===== src/rtl/branch_ckpt_ctrl_pkg.sv =====
// Shared types and defaults for branch checkpoint management and misprediction recovery.
package branch_ckpt_ctrl_pkg;

    localparam int DEF_ROB_W    = 6;
    localparam int DEF_NUM_CKPT = 4;
    localparam int CKPT_ID_W    = $clog2(DEF_NUM_CKPT);

    typedef enum logic [1:0] {
        IDLE  = 2'd0,
        REC   = 2'd1,
        STALL = 2'd2
    } ckpt_state_e;

    typedef struct packed {
        logic                 valid;
        logic                 resolved;
        logic [DEF_ROB_W-1:0] rob_tag;
    } ckpt_slot_t;

endpackage


===== src/rtl/ckpt_tag_cam.sv =====
// Combinational tag match over the checkpoint slots: only valid, unresolved slots can hit.
module ckpt_tag_cam #(
    parameter int NUM_CKPT = 4,
    parameter int ROB_W    = 6
) (
    input  logic [NUM_CKPT-1:0]            slot_valid,
    input  logic [NUM_CKPT-1:0]            slot_resolved,
    input  logic [NUM_CKPT-1:0][ROB_W-1:0] slot_tag,
    input  logic                           lookup_valid,
    input  logic [ROB_W-1:0]               lookup_tag,
    output logic                           hit,
    output logic [NUM_CKPT-1:0]            hit_oh,
    output logic [$clog2(NUM_CKPT)-1:0]    hit_idx
);
    localparam int IW = $clog2(NUM_CKPT);

    for (genvar i = 0; i < NUM_CKPT; i++) begin : g_match
        assign hit_oh[i] = lookup_valid & slot_valid[i] & ~slot_resolved[i]
                         & (slot_tag[i] == lookup_tag);
    end

    assign hit = |hit_oh;

    // Tags in flight are unique, so at most one bit of hit_oh is set.
    always_comb begin
        hit_idx = '0;
        for (int i = 0; i < NUM_CKPT; i++)
            if (hit_oh[i]) hit_idx = IW'(i);
    end

endmodule


===== src/rtl/branch_ckpt_ctrl.sv =====
// Branch checkpoint allocator and misprediction recovery sequencer (age-ordered circular slot queue).
module branch_ckpt_ctrl
    import branch_ckpt_ctrl_pkg::*;
#(
    parameter int NUM_CKPT     = DEF_NUM_CKPT,
    parameter int STALL_CYCLES = 2,
    parameter int ROB_W        = DEF_ROB_W
) (
    input  logic                        clk,
    input  logic                        rst_n,
    input  logic                        flush_i,
    input  logic                        ren_valid_i,
    input  logic                        ren_is_branch_i,
    input  logic [ROB_W-1:0]            ren_rob_tag_i,
    output logic                        ren_stall_o,
    output logic                        ckpt_take_o,
    output logic [ROB_W-1:0]            ckpt_tag_o,
    output logic [$clog2(NUM_CKPT)-1:0] ckpt_id_o,
    input  logic                        br_valid_i,
    input  logic [ROB_W-1:0]            br_rob_tag_i,
    input  logic                        br_mispredict_i,
    output logic                        recover_o,
    output logic [ROB_W-1:0]            recover_tag_o,
    output logic [$clog2(NUM_CKPT)-1:0] recover_ckpt_id_o,
    output logic                        redirect_o,
    output logic [$clog2(NUM_CKPT):0]   ckpt_count_o
);
    localparam int IW = $clog2(NUM_CKPT);
    localparam int PW = IW + 1;
    localparam int SW = $clog2(STALL_CYCLES + 1);

    ckpt_slot_t [NUM_CKPT-1:0]            slots;
    logic       [PW-1:0]                  head, tail, count;
    logic       [IW-1:0]                  head_idx, tail_idx, hit_idx, hit_age;
    logic       [NUM_CKPT-1:0]            slot_valid, slot_resolved, hit_oh;
    logic       [NUM_CKPT-1:0][ROB_W-1:0] slot_tag;
    logic                                 hit, mis_hit, acc, pop, full;
    ckpt_state_e                          state, state_nxt;
    logic       [SW-1:0]                  stall_cnt, stall_cnt_nxt;
    logic       [ROB_W-1:0]               rec_tag;
    logic       [IW-1:0]                  rec_id;

    for (genvar i = 0; i < NUM_CKPT; i++) begin : g_slot
        assign slot_valid[i]    = slots[i].valid;
        assign slot_resolved[i] = slots[i].resolved;
        assign slot_tag[i]      = slots[i].rob_tag;
    end

    ckpt_tag_cam #(.NUM_CKPT(NUM_CKPT), .ROB_W(ROB_W)) u_cam (
        .slot_valid   (slot_valid),
        .slot_resolved(slot_resolved),
        .slot_tag     (slot_tag),
        .lookup_valid (br_valid_i),
        .lookup_tag   (br_rob_tag_i),
        .hit          (hit),
        .hit_oh       (hit_oh),
        .hit_idx      (hit_idx)
    );

    // Extra wrap bit on the pointers makes tail - head the live count (0..NUM_CKPT).
    assign head_idx = head[IW-1:0];
    assign tail_idx = tail[IW-1:0];
    assign count    = tail - head;
    assign full     = (count == PW'(NUM_CKPT));
    assign hit_age  = hit_idx - head_idx;
    assign mis_hit  = hit & br_mispredict_i;
    assign pop      = slots[head_idx].valid & slots[head_idx].resolved;

    assign ren_stall_o  = (full & ren_is_branch_i) | (state != IDLE) | mis_hit;
    assign acc          = ren_valid_i & ren_is_branch_i & ~ren_stall_o;
    assign ckpt_take_o  = acc;
    assign ckpt_tag_o   = acc ? ren_rob_tag_i : '0;
    assign ckpt_id_o    = acc ? tail_idx : '0;
    assign ckpt_count_o = count;

    assign recover_o         = (state == REC) & ~flush_i;
    assign redirect_o        = recover_o;
    assign recover_tag_o     = recover_o ? rec_tag : '0;
    assign recover_ckpt_id_o = recover_o ? rec_id : '0;

    always_ff @(posedge clk) begin
        if (!rst_n || flush_i) begin
            slots <= '0;
            head  <= '0;
            tail  <= '0;
        end else begin
            for (int i = 0; i < NUM_CKPT; i++)
                if (hit_oh[i]) slots[i].resolved <= 1'b1;
            if (mis_hit) begin
                // Everything younger than the mispredicted branch is squashed.
                for (int i = 0; i < NUM_CKPT; i++)
                    if (IW'(IW'(i) - head_idx) > hit_age) slots[i].valid <= 1'b0;
                tail <= head + PW'(hit_age) + PW'(1);
            end else if (acc) begin
                slots[tail_idx] <= '{valid: 1'b1, resolved: 1'b0, rob_tag: ren_rob_tag_i};
                tail            <= tail + PW'(1);
            end
            if (pop) begin
                slots[head_idx].valid <= 1'b0;
                head                  <= head + PW'(1);
            end
        end
    end

    always_ff @(posedge clk) begin
        if (!rst_n) begin
            state     <= IDLE;
            stall_cnt <= '0;
            rec_tag   <= '0;
            rec_id    <= '0;
        end else begin
            state     <= state_nxt;
            stall_cnt <= stall_cnt_nxt;
            if (mis_hit) begin
                rec_tag <= br_rob_tag_i;
                rec_id  <= hit_idx;
            end
        end
    end

    always_comb begin
        state_nxt     = state;
        stall_cnt_nxt = stall_cnt;
        unique case (state)
            REC: begin
                state_nxt     = STALL;
                stall_cnt_nxt = SW'(STALL_CYCLES - 1);
            end
            STALL: begin
                if (stall_cnt == '0) state_nxt = IDLE;
                else                 stall_cnt_nxt = stall_cnt - SW'(1);
            end
            default: ;
        endcase
        // An older mispredict restarts recovery; flush overrides everything.
        if (mis_hit) state_nxt = REC;
        if (flush_i) state_nxt = IDLE;
    end

endmodule


===== config.mk =====
export PLATFORM = sky130hd
export DESIGN_NAME = branch_ckpt_ctrl
export DESIGN_NICKNAME = d
export VERILOG_FILES = /design/src/rtl/branch_ckpt_ctrl_pkg.sv /design/src/rtl/ckpt_tag_cam.sv /design/src/rtl/branch_ckpt_ctrl.sv
export SDC_FILE = /design/constraint.sdc
export NUM_CORES = 1
export LEC_CHECK = 0
export BUFFER_PORTS_ARGS = -buffer_cell sky130_fd_sc_hd__buf_2
export CAP_MARGIN = 20
export CORE_UTILIZATION = 40
export CTS_BUF_LIST = sky130_fd_sc_hd__clkbuf_8
export CTS_CLUSTER_DIAMETER = 50
export CTS_CLUSTER_SIZE = 25
export DETAILED_ROUTE_END_ITERATION = 6
export PLACE_DENSITY = 0.6
export RECOVER_POWER = 100
export SETUP_SLACK_MARGIN = 0.15
export SLEW_MARGIN = 5
export SYNTH_ARGS = -nofsm -noshare
export SYNTH_HDL_FRONTEND = slang
export SYNTH_SLANG_ARGS = --single-unit

===== constraint.sdc =====
create_clock -name clk -period 4.2 [get_ports clk]
set_input_delay 0.21 -clock clk [delete_from_list [all_inputs] [get_ports clk]]
set_output_delay 0.21 -clock clk [all_outputs]
set_load 0.01 [all_outputs]

# [Yosys cells after proc, flatten, opt, wreduce, memory -nomap -nowiden]
# Index checks and enable logic that the tools add are counted.
# W data, S select, Z words.
[word_totals] regBits=50 inputBits=19 word_cells=142
[op_classes] reduce_logical=15 order_cmp=8 n_bitwise=27 n_mux=52 eq_ne=10 addsub=11
[ops] op="$bwmux W32" count=2
[ops] op="$mux W32" count=2
[ops] op="$mux W7" count=8
[ops] op="$demux W8 S2" count=2
[ops] op="$eq A6 B6 Y1" count=4
[ops] op="$mux W8" count=3
[ops] op="$mux W1" count=22
[ops] op="$and A1 B1 Y1" count=18
[ops] op="$bmux W8 S2" count=1
[ops] op="$mux W2" count=6
[ops] op="$mux W6" count=2
[ops] op="$add A3 B1 Y3 const B" count=3
[ops] op="$gt A2 B2 Y1" count=4
[ops] op="$pmux W2 S2" count=2
[ops] op="$not A1 Y1" count=7
[ops] op="$lt A2 B3 Y1 const B" count=2
[ops] op="$mux W3" count=2
[ops] op="$reduce_and A2 Y1" count=3
[ops] op="$reduce_bool A2 Y1" count=3
[ops] op="$ge A2 B1 Y1 const B" count=2
[ops] op="$ne A2 B2 Y1 const B" count=2
[ops] op="$reduce_or A4 Y1" count=1
[ops] op="$sub A1 B2 Y2 const A" count=2
[ops] op="$sub A2 B2 Y2 const A" count=2
[ops] op="16 further kinds" count=18

# [Longest topological paths before layout]
[depth] depth_word=13 mapped_depth=15 ltp_nobuf=14

# [By module]
# From an unflattened synthesis, not the netlist that was laid out.
[hier_totals] cells_unflattened=351 hier_area_um2=2891.5
[by_module_without_submodules] mod="branch_ckpt_ctrl" n_inst=1 seq_area_each_um2=1001.0 area_per_inst_um2=2562.5 cells_per_inst=304
[by_module_without_submodules] mod="ckpt_tag_cam" n_inst=1 seq_area_each_um2=0.0 area_per_inst_um2=329.1 cells_per_inst=47

# [Worst setup path before layout]
# No wires, ideal clock.
[synth_timing] path_type="input to register" startpoint="input br_rob_tag_i[2]" endpoint="register slots, in the netlist slot_valid[0]" t_required_ns=4.105 setup_time_ns=0.095 n_path_buf=1 arrival_ns=2.919 stages=15 slack_ns=1.186 cell_sequence="buf_2 > xnor2_1 > nand4_1 > nor4_2 > a21o_1 > inv_1 > ha_1 > inv_1 > fa_1 > inv_1 > ha_1 > nor2b_1 > o21ai_0 > o21ai_0 > a221oi_1"
[synth_via] elab_chain_len=12 word_cells_on_any_way=24 classes_between="add/sub: 1; order compare: 1; eq/ne: 4; mux: 9; bitwise: 8; reduce/logical: 1"
[synth_rtl] element="start, declared" line="branch_ckpt_ctrl.sv:20" text="input logic [ROB_W-1:0] br_rob_tag_i,"
[synth_rtl] element="$eq A6 B6 Y1" line="ckpt_tag_cam.sv:19" text="& (slot_tag[i] == lookup_tag);"
[synth_rtl] element="$and A1 B1 Y1" line="ckpt_tag_cam.sv:19"
[synth_rtl] element="$mux W1" line="ckpt_tag_cam.sv:28" text="if (hit_oh[i]) hit_idx = IW'(i);"
[synth_rtl] element="$mux W2" line="ckpt_tag_cam.sv:28"
[synth_rtl] element="$mux W2 *" line="ckpt_tag_cam.sv:28"
[synth_rtl] element="net hit_idx[0]" line="branch_ckpt_ctrl.sv:34" text="logic [IW-1:0] head_idx, tail_idx, hit_idx, hit_age;"
[synth_rtl] element="$sub A2 B2 Y2 *" line="branch_ckpt_ctrl.sv:65" text="assign hit_age = hit_idx - head_idx;"
[synth_rtl] element="$gt A2 B2 Y1 *" line="branch_ckpt_ctrl.sv:92" text="if (IW'(IW'(i) - head_idx) > hit_age) slots[i].valid <= 1'b0;"
[synth_rtl] element="$mux W1 *" line="branch_ckpt_ctrl.sv:92"
[synth_rtl] element="$mux W1 *" line="branch_ckpt_ctrl.sv:89" text="if (mis_hit) begin"
[synth_rtl] element="$mux W1 *" line="branch_ckpt_ctrl.sv:82" text="if (!rst_n || flush_i) begin"
[synth_rtl] element="$bwmux W32" line="branch_ckpt_ctrl.sv:99" text="slots[head_idx].valid <= 1'b0;"
[synth_rtl] element="$mux W32 *" line="branch_ckpt_ctrl.sv:98" text="if (pop) begin"
[synth_rtl] element="end signal, assigned by index" line="branch_ckpt_ctrl.sv:95" text="slots[tail_idx] <= '{valid: 1'b1, resolved: 1'b0, rob_tag: ren_rob_tag_i};"
[synth_rtl] element="end, declared" line="branch_ckpt_ctrl.sv:32" text="ckpt_slot_t [NUM_CKPT-1:0] slots;"
# Mark *: on every way through the listed nets, which the timed path passes. The rest lies on a longest branch. The select of a mux whose other input is x is not followed.
# A chain may end at the register's enable or synchronous reset.

==> results_dict.tcl <==
set metrics [dict create \
    clkPwrFrac_pct 38.5 \
    rrSetupSlack_ns 0.65 \
    synth_edf_count 0 \
    final.min_clock_period_ns 3.55 \
    hold_class "input port to flop" \
    gp_congestion 0.826 \
    cp_slowest_cell "a2111oi_2" \
    min_to "rec_id[1]" \
    drt-initial-drc-count 82 \
    cts_buffers 5 \
    grt_pass1_vias 2047 \
    die_h_microns 87.0 \
    post_cts_resized 0 \
    overflow 0 \
    leakage_nw 1.41 \
    critPathTopFamily "compound AO/OA/AOI/OAI gates" \
    max_freq_mhz 282 \
    start_util_pct 42.0 \
    clk_latency_ns 0.30 \
    clockBufferDepth 2 \
    critPathMaxFanout 11 \
    r2r_cells 8 \
    antenna_found_initial 0 \
    p_sw_share_pct 23.3 \
    setup_tns_ns 0 \
    cpPeakStageDelay_ns 0.85 \
    nets 384 \
    cts_tree "yes" \
    clock_skew_ns 0.00490 \
    netlist.area_leader.share_pct 34.7 \
    dp_hpwl_microns 4820 \
    min_path_cells 3 \
    synth_area_leaders "dfxtp_1 35%, mux2i_1 11%, ha_1 6.9%, xnor2_1 6.1%, nand2_1 5.3%" \
    path_cells "ha_1 -> fa_1 -> and3_1 -> a2111oi_2 -> buf_4 -> and2_0 -> nand2_1 -> mux2i_1" \
    cts.clk_slew.worst_paths_ns 0.09 \
    hp-start "br_mispredict_i" \
    synth_cell_types 42 \
    syn_to_final_growth_pct 10.1 \
    synth_top_family_by_area "simple AND/OR/NAND/NOR gates" \
    p_switching_uw 206 \
    setup_violations 0 \
    relSlewSlack_pct -2.26 \
    grt_max_degree 28 \
    routed_wl_microns 6400 \
    violations "max-capacitance violations, max-slew violations" \
    status "finished with violations" \
    diodes 0 \
    synthXorXnorAreaFrac_pct 9.71 \
    io_buffer_count 41 \
    finalCritPeriodShare_pct 84.5 \
    synth_mux_area_share_pct 11.1 \
    arrival_ns 3.73 \
    fin_util_pct 46.3 \
    ant_nets 0 \
    combPwrFrac_pct 7.4 \
    synth_compound_area_share_pct 10.0 \
    final_layout_size_suffix_gt1_share_pct 13.6 \
    power.density_nw_per_um2 278 \
    cap_violations 1 \
    dr.pass1.iters 4 \
    drv_slew 11 \
    cts_hold_buf 0 \
    mostFrequentLayoutCells "50 x dfxtp_1, 42 x nand2_1, 31 x mux2i_1" \
    die_w_microns 87.0 \
    post_cts_buffers 0 \
    synth_adder_area_share_pct 9.71 \
    htree_levels 2 \
    postSynthCellCount 315 \
    internal-power_uw 678 \
    final_common_cell "dfxtp_1" \
    rsz0062_at_grt "false" \
    ir_drop_v 0.000123 \
    cts_num_sinks 50 \
    synth_fp_nets 354 \
    clockRootBuffer "clkbuf_8" \
    num_rows 30 \
    ys_seq_elements 50 \
    avgSynthCellArea_sq_um 9.17 \
    crit_buf_inv 1 \
    syn_area_sq_um 2890 \
    yosysTopAreaCell "dfxtp_1" \
    yosys_warnings 0 \
    drc 0 \
    tightest_slew_ns 1.51 \
    pin_count 42 \
    crit-reg2reg-launch "head[0]" \
    yosysSeqAreaShare_pct 34.7 \
    coreArea_sq_um 6870 \
    wl_per_cell_microns 14.5 \
    grt_first_pass_wirelength_microns 10400 \
    required_ns 4.38 \
    start_kind "flop" \
    end_kind "flop" \
    viasPerCell 4.89 \
    grt.total_usage_pct 18.2 \
    p_seq_share_pct 54.1 \
    async_flop_share_pct 0 \
    synthSimpleGateAreaFrac_pct 18.8 \
    finalHoldViolCount 0 \
    dieArea_sq_um 7560 \
    vias 2160 \
    dominantRegCellSynth "dfxtp_1" \
    crit_type "flop to flop" \
]
[worst register-to-register path: cells and delay by family, from the launching register on]
| kind | cells | cell delay [ns] |
|---|---|---|
| AOI/OAI and AO/OA | 1 | 0.85 |
| adders and majority gates | 2 | 0.67 |
| buffers and inverters | 1 | 0.31 |
| DFF | 1 | 0.63 |
| muxes | 1 | 0.21 |
| and+or+nand+nor | 3 | 0.78 |
[power groups by stage]
stage | logic [mW] | registers (mW) | clock network [mW]
6_report | 0.0657 | 0.478 | 0.340
5_1_grt | 0.0735 | 0.479 | 0.367
4_1_cts | 0.0688 | 0.478 | 0.351
3_5_place_dp | 0.0685 | 0.489 | 0
3_3_place_gp | 0.0683 | 0.489 | 0
2_1_floorplan | 0.0451 | 0.489 | 0
[Yosys cell counts (all sizes together) (2+ instances only)]
cell,number
a22oi,2
nand3,3
nand4,4
nand2b,2
a21oi,10
fa,4
a2111oi,2
and3,10
nor3b,2
o211ai,3
nor2,18
inv,18
buf,11
o21ai,10
xnor2,20
a211oi,3
xor2,12
and2,12
mux2i,31
a221oi,2
dfxtp,50
nand3b,4
clkbuf,10
nor2b,2
ha,16
nand2,43
nor4,4
[metal layers]
layer	part of all wire, %	GRT usage, %	up-vias
met4	1.3	5.30	0
met5	0	0	-
met1	52	25.6	991
li1	-	-	1109
met2	43	28.5	52
met3	4.0	3.03	8
[worst max-delay path by stage]
stage	end	cells past startpoint	from	slack (ns)
floorplan	slot_valid[0]	15	br_rob_tag_i[2]	1.19
global placement	slot_valid[0]	8	head[0]	0.98
detailed placement	slot_valid[0]	15	br_rob_tag_i[3]	0.81
CTS	slot_valid[0]	14	flop	0.84
global route	slot_valid[1]	8	head[0]	0.30
finish	flop	8	head[0]	0.65
[cell families (layout without fill, tap and decap cells)]
kind of cell | Yosys count | after routing
flops | 50 | 50
compound gates | 37 | 37
mux | 32 | 32
simple gates | 105 | 105
fa+ha+maj | 20 | 20
buf+inv | 39 | 70
xor+xnor | 32 | 32
[cell type report]
cell class | count | area, sq um
Multi-Input combinational cell | 226 | 1660
Clock inverter | 3 | 45.0
Clock buffer | 5 | 68.8
Sequential cell | 50 | 1000
Tap cell | 96 | 120
Timing Repair Buffer | 44 | 211
Fill cell | 711 | 3690
Inverter | 18 | 67.6
[through the flow]
stage | std cells | hold slack, ns | setup slack (ns) | area, sq um | power (mW)
floorplan | 315 | 0.370 | 1.19 | 2890 | 0.534
global placement | 434 | 0.452 | 0.982 | 3130 | 0.558
detailed placement | 434 | 0.462 | 0.814 | 3130 | 0.558
CTS | 442 | 0.231 | 0.844 | 3250 | 0.898
global route | 442 | 0.245 | 0.304 | 3180 | 0.919
finish | 442 | 0.227 | 0.650 | 3180 | 0.884
Power figures use the tool's default switching activity.
